[config.mk]
export PLATFORM = sky130hd
export DESIGN_NAME = mux16_rr_sched_flat
export DESIGN_NICKNAME = d
export VERILOG_FILES = /design/src/rtl/mux16_rr_sched_if.sv /design/src/rtl/mux16_rr_sched.sv /design/src/flat_wrapper.sv
export SDC_FILE = /design/constraint.sdc
export NUM_CORES = 1
export LEC_CHECK = 0
export ABC_AREA = 1
export CAP_MARGIN = 10
export CORE_MARGIN = 2
export CORE_UTILIZATION = 29
export DETAILED_ROUTE_END_ITERATION = 6
export HOLD_SLACK_MARGIN = 0.1
export PLACE_DENSITY = 0.49
export SYNTH_ARGS = -nofsm -noshare
export SYNTH_HDL_FRONTEND = slang
export SYNTH_SLANG_ARGS = --single-unit
[constraint.sdc]
create_clock -name clk -period 5.6 [get_ports clk]
set_input_delay 1.68 -clock clk [delete_from_list [all_inputs] [get_ports clk]]
set_output_delay 1.68 -clock clk [all_outputs]
set_load 0.01 [all_outputs]
[src/rtl/mux16_rr_sched_if.sv]
// Request/grant bundle between the requesters and the round-robin mux scheduler.
interface mux16_rr_sched_if;
  logic        en;
  logic [15:0] req;
  logic [15:0] gnt;
  logic [3:0]  sel;
  logic        el;
  logic        busy;

  modport master (output en, req, input gnt, sel, el, busy);
  modport slave  (input en, req, output gnt, sel, el, busy);
endinterface

[src/rtl/mux16_rr_sched.sv]
// Round-robin owner of a shared 16:1 mux: bounded bursts, each followed by a
// programmable high-Z turnaround gap so the downstream bus drivers never overlap.
module mux16_rr_sched #(
  parameter int unsigned MAX_BEATS  = 8,
  parameter int unsigned GAP_CYCLES = 1
) (
  input logic             clk,
  input logic             rst,
  mux16_rr_sched_if.slave bus
);
  localparam int unsigned N  = 16;
  localparam int unsigned IW = 4;
  localparam int unsigned BW = 8;
  localparam int unsigned GW = 4;

  typedef enum logic [1:0] {IDLE, GRANT, GAP} state_t;

  state_t        state;
  logic [IW-1:0] ptr;
  logic [IW-1:0] sel_q;
  logic [BW-1:0] beat;
  logic [GW-1:0] gap_cnt;
  logic [N-1:0]  gnt_q;
  logic          el_q;
  logic          busy_q;

  logic [IW:0]   win_cur;
  logic [IW:0]   win_nxt;
  logic [IW-1:0] nxt_ptr;
  logic          owner_done;

  // First set request at base, base+1, ... with wrap; MSB flags a hit.
  function automatic logic [IW:0] pick(input logic [N-1:0] r, input logic [IW-1:0] base);
    logic [IW:0]   res;
    logic [IW-1:0] idx;
    res = '0;
    for (int i = 15; i >= 0; i--) begin
      idx = base + IW'(i);
      if (r[idx]) res = {1'b1, idx};
    end
    return res;
  endfunction

  // win_nxt uses the pointer as it will be once the current owner retires,
  // which is what a zero-gap back-to-back handover must arbitrate with.
  always_comb begin
    nxt_ptr    = sel_q + IW'(1);
    win_cur    = pick(bus.req, ptr);
    win_nxt    = pick(bus.req, nxt_ptr);
    owner_done = !bus.req[sel_q] || (beat == BW'(MAX_BEATS));
  end

  always_ff @(posedge clk or posedge rst) begin
    if (rst) begin
      state   <= IDLE;
      ptr     <= '0;
      sel_q   <= '0;
      beat    <= '0;
      gap_cnt <= '0;
      gnt_q   <= '0;
      el_q    <= 1'b1;
      busy_q  <= 1'b0;
    end else begin
      unique case (state)
        IDLE: begin
          if (bus.en && win_cur[IW]) begin
            state  <= GRANT;
            gnt_q  <= N'(1) << win_cur[IW-1:0];
            sel_q  <= win_cur[IW-1:0];
            el_q   <= 1'b0;
            busy_q <= 1'b1;
            beat   <= BW'(1);
          end
        end
        GRANT: begin
          if (owner_done) begin
            ptr <= nxt_ptr;
            if (GAP_CYCLES > 0) begin
              state   <= GAP;
              gnt_q   <= '0;
              el_q    <= 1'b1;
              gap_cnt <= GW'(1);
            end else if (bus.en && win_nxt[IW]) begin
              gnt_q <= N'(1) << win_nxt[IW-1:0];
              sel_q <= win_nxt[IW-1:0];
              beat  <= BW'(1);
            end else begin
              state  <= IDLE;
              gnt_q  <= '0;
              el_q   <= 1'b1;
              busy_q <= 1'b0;
            end
          end else begin
            beat <= beat + BW'(1);
          end
        end
        GAP: begin
          if (gap_cnt == GW'(GAP_CYCLES)) begin
            if (bus.en && win_cur[IW]) begin
              state <= GRANT;
              gnt_q <= N'(1) << win_cur[IW-1:0];
              sel_q <= win_cur[IW-1:0];
              el_q  <= 1'b0;
              beat  <= BW'(1);
            end else begin
              state  <= IDLE;
              busy_q <= 1'b0;
            end
          end else begin
            gap_cnt <= gap_cnt + GW'(1);
          end
        end
        default: state <= IDLE;
      endcase
    end
  end

  assign bus.gnt  = gnt_q;
  assign bus.sel  = sel_q;
  assign bus.el   = el_q;
  assign bus.busy = busy_q;
endmodule

[src/flat_wrapper.sv]
// flat-port wrapper written by rule: the top's interface ports become plain ports
module mux16_rr_sched_flat 
#(
  parameter int unsigned MAX_BEATS  = 8,
  parameter int unsigned GAP_CYCLES = 1
)
  (clk, rst, bus_en, bus_req, bus_gnt, bus_sel, bus_el, bus_busy);
  mux16_rr_sched_if bus_i ();
  input logic clk;
  input logic rst;
  input wire logic [$bits(bus_i.en)-1:0] bus_en;
  input wire logic [$bits(bus_i.req)-1:0] bus_req;
  output wire logic [$bits(bus_i.gnt)-1:0] bus_gnt;
  output wire logic [$bits(bus_i.sel)-1:0] bus_sel;
  output wire logic [$bits(bus_i.el)-1:0] bus_el;
  output wire logic [$bits(bus_i.busy)-1:0] bus_busy;
  assign bus_i.en = bus_en;
  assign bus_i.req = bus_req;
  assign bus_gnt = bus_i.gnt;
  assign bus_sel = bus_i.sel;
  assign bus_el = bus_i.el;
  assign bus_busy = bus_i.busy;
  mux16_rr_sched #(.MAX_BEATS(MAX_BEATS), .GAP_CYCLES(GAP_CYCLES)) u_core (.clk(clk), .rst(rst), .bus(bus_i));
endmodule
Word level (Yosys, flattened, before mapping)
Index checks and enable logic that the tools add are counted.
{"block": "op_classes", "muxes": 77, "add_sub_neg": 18, "eq_ne": 10, "order_cmp": 17, "shifts": 1, "n_reduce_logical": 14}
{"cell": "$lt 4x5->1 const B", "n": 17}
{"cell": "$mux 5", "n": 16}
{"cell": "$bmux 1 s4", "n": 17}
{"cell": "$mux 16", "n": 3}
{"cell": "$pmux 16 s3", "n": 1}
{"cell": "$add 4x4->4 const B", "n": 8}
{"cell": "$mux 1", "n": 24}
{"cell": "$mux 8", "n": 3}
{"cell": "$pmux 8 s3", "n": 1}
{"cell": "$add 4x3->4 const B", "n": 4}
{"cell": "$mux 4", "n": 4}
{"cell": "$pmux 4 s2", "n": 2}
{"cell": "$shl 1x4->16 const A", "n": 1}
{"cell": "$add 4x1->4 const B", "n": 3}
{"cell": "$reduce_and 3->1", "n": 4}
{"cell": "$add 4x2->4 const B", "n": 2}
{"cell": "$add 8x1->8 const B", "n": 1}
{"cell": "$eq 8x4->1 const B", "n": 1}
{"cell": "$mux 2", "n": 3}
{"cell": "$ne 2x1->1 const B", "n": 3}
{"cell": "$ne 2x2->1 const B", "n": 3}
{"cell": "$pmux 2 s3", "n": 1}
{"cell": "$eq 4x1->1 const B", "n": 1}
{"cell": "$reduce_and 2->1", "n": 2}
{"cell": "other kinds (11)", "n": 12}
{"block": "totals", "out_inout_bits": 22, "input_bits": 19, "wordCells": 145, "register_bits": 40}

Depth between registers and ports, before layout
{"block": "depth", "word_depth": 23, "depth_mapped": 31, "mapped_depth_nobuf": 29}

Worst setup path after synthesis
OpenSTA, ideal clock, no wires.
{"block": "synth_path", "path_kind": "input to register", "from": "input port bus_req[14]", "to": "register u_core.gnt_q[0], in the netlist u_core.bus.gnt[0]", "setup_ps": 116, "cell_stages": 21, "required_time_ps": 5484, "setup_slack_ps": 2193, "arrival_time_ps": 3290, "path_buffers": 1, "path_cell_list": "nand2_1 nand3_1 nand3_1 nand2_1 nand2_1 inv_2 a21oi_4 inv_2 a21oi_2 nand3_1 nor3_1 nand2_1 nand2_2 nor2_4 nand2_4 inv_2 buf_6 nand2_2 inv_2 nand2_1 nand2_1"}
{"block": "synth_via", "elab_chain_cells": 22, "word_cells_on_any_way": 59, "classes_between": "1 x eq/ne; 1 x shift; 53 x mux; 4 x reduce/logical"}
{"element": "start, declared", "line": "flat_wrapper.sv:12", "source": "input wire logic [$bits(bus_i.req)-1:0] bus_req;"}
{"element": "$bmux 1 s4", "line": "mux16_rr_sched.sv:39", "source": "if (r[idx]) res = {1'b1, idx};"}
{"element": "$mux 1 (not written as such)", "line": "mux16_rr_sched.sv:39"}
{"element": "$mux 5 (16 in a row)", "line": "mux16_rr_sched.sv:39"}
{"element": "$shl 1x4->16 / $logic_and 1x1->1 (equally long branches)"}
{"element": "$mux 16", "line": "mux16_rr_sched.sv:66, mux16_rr_sched.sv:99"}
{"element": "$mux 16", "line": "mux16_rr_sched.sv:98", "source": "if (gap_cnt == GW'(GAP_CYCLES)) begin"}
{"element": "$pmux 16 s3", "line": "mux16_rr_sched.sv:64", "source": "unique case (state)"}
{"element": "end signal, assigned", "line": "mux16_rr_sched.sv:68", "source": "gnt_q <= N'(1) << win_cur[IW-1:0];"}
{"element": "end signal, assigned", "line": "mux16_rr_sched.sv:84", "source": "gnt_q <= N'(1) << win_nxt[IW-1:0];"}
{"element": "end signal, assigned", "line": "mux16_rr_sched.sv:101", "source": "gnt_q <= N'(1) << win_cur[IW-1:0];"}
{"element": "end, declared", "line": "mux16_rr_sched.sv:23", "source": "logic [N-1:0] gnt_q;"}
Parallel ways exist; a longest one is shown, timed or not. The select of a mux whose other input is x is not followed.
A chain may end at the register's enable or synchronous reset.

Worst setup path in the final report
{"block": "layout_path", "from": "input port bus_req[2]", "to": "register u_core.gnt_q[13], in the netlist u_core.bus.gnt[13]"}
The elaborated chain is that of the path after synthesis.

==> results.md <==
- Outcome: finished, final reports clean
- Clock Path Buffers: 2
- RR Endpoint: u_core.bus.gnt[13]
- Chip height: 119 µm
- Cells after synthesis: 615
- R2R Setup Slk: 2.13 ns
- CTS Buf Count: 5
- Global-route wire length before repair: 19.9 mm
- Reg area: 0.00100 mm²
- Count of final hold-check violations: 0
- Root buf cell: clkbuf_16
- R2R depth: 19
- Synthesized cell area: 0.00387 mm²
- Slew @ Worst Pin: 0.604 ns
- Initial antenna violation count: 0
- Avg Cell Area, Syn: 6.29 µm²
- GP Congestion: 0.931
- Max incr delay on CP: 0.49 ns
- Die footprint: 0.0143 mm²
- Crit-path cells: clkdlybuf4s50_1, nand2_1, nand3_1, nand3_1, nand2_1, nand2_1, nand2_1, nor3_1, nand3_1, nor4_1, nand2_1, nand2_2, nor2_4, nand2_4, inv_2, nand3_2, inv_1, nand2_1, nand2_1
- Setup crit start kind: primary input
- Post-DP HPWL: 9.29 mm
- Flops & latches, synth: 40
- Total core area: 0.0131 mm²
- Fin crit share: 0.772
- CP arrival: 4.50 ns
- DRT antenna net count: 0
- Die Wd: 119 µm
- Critical path startpoint: bus_req[2]
- Syn nets: 646
- Port Buffers: 40
- Synth area leader: dfrtp_1
- Rel. slew slack: 0.596
- Hold Slack: 0.471 ns
- HP Class: register to register
- Routed len/inst: 14.3 µm
- RR Startpoint: u_core.ptr[1]
- Clock skew: 0.00641 ns
- Crit Path Max Fanout: 11
- Post-CTS Hold Buffers: 0
- Fmax achieved: 231 MHz
- Resize count post-CTS: 0
- Area taken by multi-input logic gates: 0.00246 mm²
- Total Routed Length: 11.9 mm
- Initial drt markers: 279
- Final nets: 684
- Clock transition at the registers of the reported paths: 0.05 ns
- Vias in the first global route: 3916
- Most used cell, CP: nand2_1
- TritonCTS Sinks: 40
- Layout Cells excl Fill: 829
- Clock period minus worst slack: 4.32 ns
- Max Cap Viol: 0
- Yosys top cell area share: 0.252
- # Post-CTS Setup Buffers: 0
- Critical Path Slowest Stage Cell: clkdlybuf4s50_1
- # IOs: 41
- # DRC: 0
- Sequential fraction of the synthesis area: 0.259
- Most common cell after layout, fill and taps aside: nand2_1
- Top post-synthesis cells by area: dfrtp_1 25%, nand2_1 22%, nand3_1 11%
- Via count: 3983
- Area grow syn2layout: 17.4%
- Layout cells sized above 1: 0.0919
- Largest net degree at the start of global routing: 41
- # diodes: 0
- CP endpoint: u_core.bus.gnt[13]
- Synth warn: 0
- Grt total ovfl: 0
- CTS tree: done
- Slew Limit Fails: 0
- CTS H-tree lvls: 2
- Num rows: 42
- Setup TNS: 0 ns
- Critical Path Sink Type: register
- Starting density of the core: 0.294
- Dpl cells: 822
- Unrepaired setup endpoints after global routing: false
- Worst setup path class: primary input to register
- Gr usage total: 0.175
- Most frequent cells in the layout: 229 x nand2_1, 86 x nand3_1, 57 x inv_1, 40 x clkdlybuf4s50_1, 39 x dfrtp_1
- Mean number of vias per cell: 4.80
- TritonRoute pass-1 iters: 5
- CP required: 5.78 ns
- Clock insertion delay at the later pin of the skew report: 0.29 ns
- Fillers: 1456
- Yosys cell types: 42
- Final setup viols: 0
==> Yosys cell counts (all sizes together) <==
library cell	number
nand2	246
nand3	88
inv	67
dfrtp	39
nor2	37
o21ai	36
a21oi	30
buf	15
xor2	14
ha	12
nor3	7
o221ai	4
nand4	3
nor4	3
clkbuf	2
clkinv	2
xnor2	2
a211oi	1
and2	1
dfstp	1
mux2	1
nand3b	1
nor3b	1
o21a	1
o21bai	1
==> cell type report <==
type,instances,area share
Timing Repair Buffer,48,0.101
Tap cell,176,0.0485
Inverter,69,0.0579
Multi-Input combinational cell,489,0.542
Clock buffer,6,0.0284
Sequential cell,40,0.221
Clock inverter,1,0.00110
==> cell families (layout without fill, tap and decap cells) <==
family / after synthesis / after routing / synth area share
AOI/OAI and AO/OA: 73 / 73 / 0.106
xor gates and xnor gates: 16 / 16 / 0.0508
adders and majority gates: 12 / 12 / 0.0388
buffers and inverters: 86 / 124 / 0.105
DFF: 40 / 40 / 0.259
muxes: 1 / 1 / 0.00291
and+or+nand+nor: 387 / 387 / 0.437
==> through the flow <==
stage                util  worst slack, ns  instance area [µm²]
floorplan               -             2.19                 3870
global placement    0.335            0.932                 4410
detailed placement  0.335            0.994                 4410
CTS                 0.346             1.28                 4540
global route        0.346             1.09                 4540
finish              0.346             1.28                 4540
==> flip-flops by register name (all words and copies together) (netlist names) <==
name	cells
u_core.bus.gnt	16
u_core.beat	8
u_core.bus.sel	4
u_core.gap_cnt	4
u_core.ptr	4
u_core.state	2
u_core.bus.busy	1
u_core.bus.el	1
==> worst min path at each step <==
| stage | from | end | slack (ns) | depth (start not counted) |
|---|---|---|---|---|
| after global routing | u_core.bus.el | u_core.bus.el | 0.50 | 2 |
| after detailed placement | u_core.bus.gnt[5] | u_core.bus.gnt[5] | 0.46 | 2 |
| final | u_core.bus.el | u_core.bus.el | 0.47 | 2 |
| after global placement | u_core.bus.gnt[6] | u_core.bus.gnt[6] | 0.47 | 2 |
| after floorplan | u_core.bus.el | u_core.bus.el | 0.47 | 2 |
| after CTS | u_core.bus.el | u_core.bus.el | 0.48 | 2 |
==> routing by layer <==
metal | up-vias | part of all wire | routed length [µm] | GRT usage
met5 | - | 0 | 0 | 0
met1 | 1813 | 0.47 | 5580 | 0.235
met2 | 101 | 0.46 | 5420 | 0.284
met4 | 0 | 0.028 | 327 | 0.0647
li1 | 2049 | - | - | -
met3 | 20 | 0.046 | 548 | 0.0254
==> worst max-delay path: cells and delay by family <==
kind | cells | cell delay (ns)
simple gates | 16 | 2.10
buf+inv | 3 | 0.71
Power is left out: the tool's default activity adds up to more than one toggle a clock period on the data nets, which glitch-free logic cannot reach.
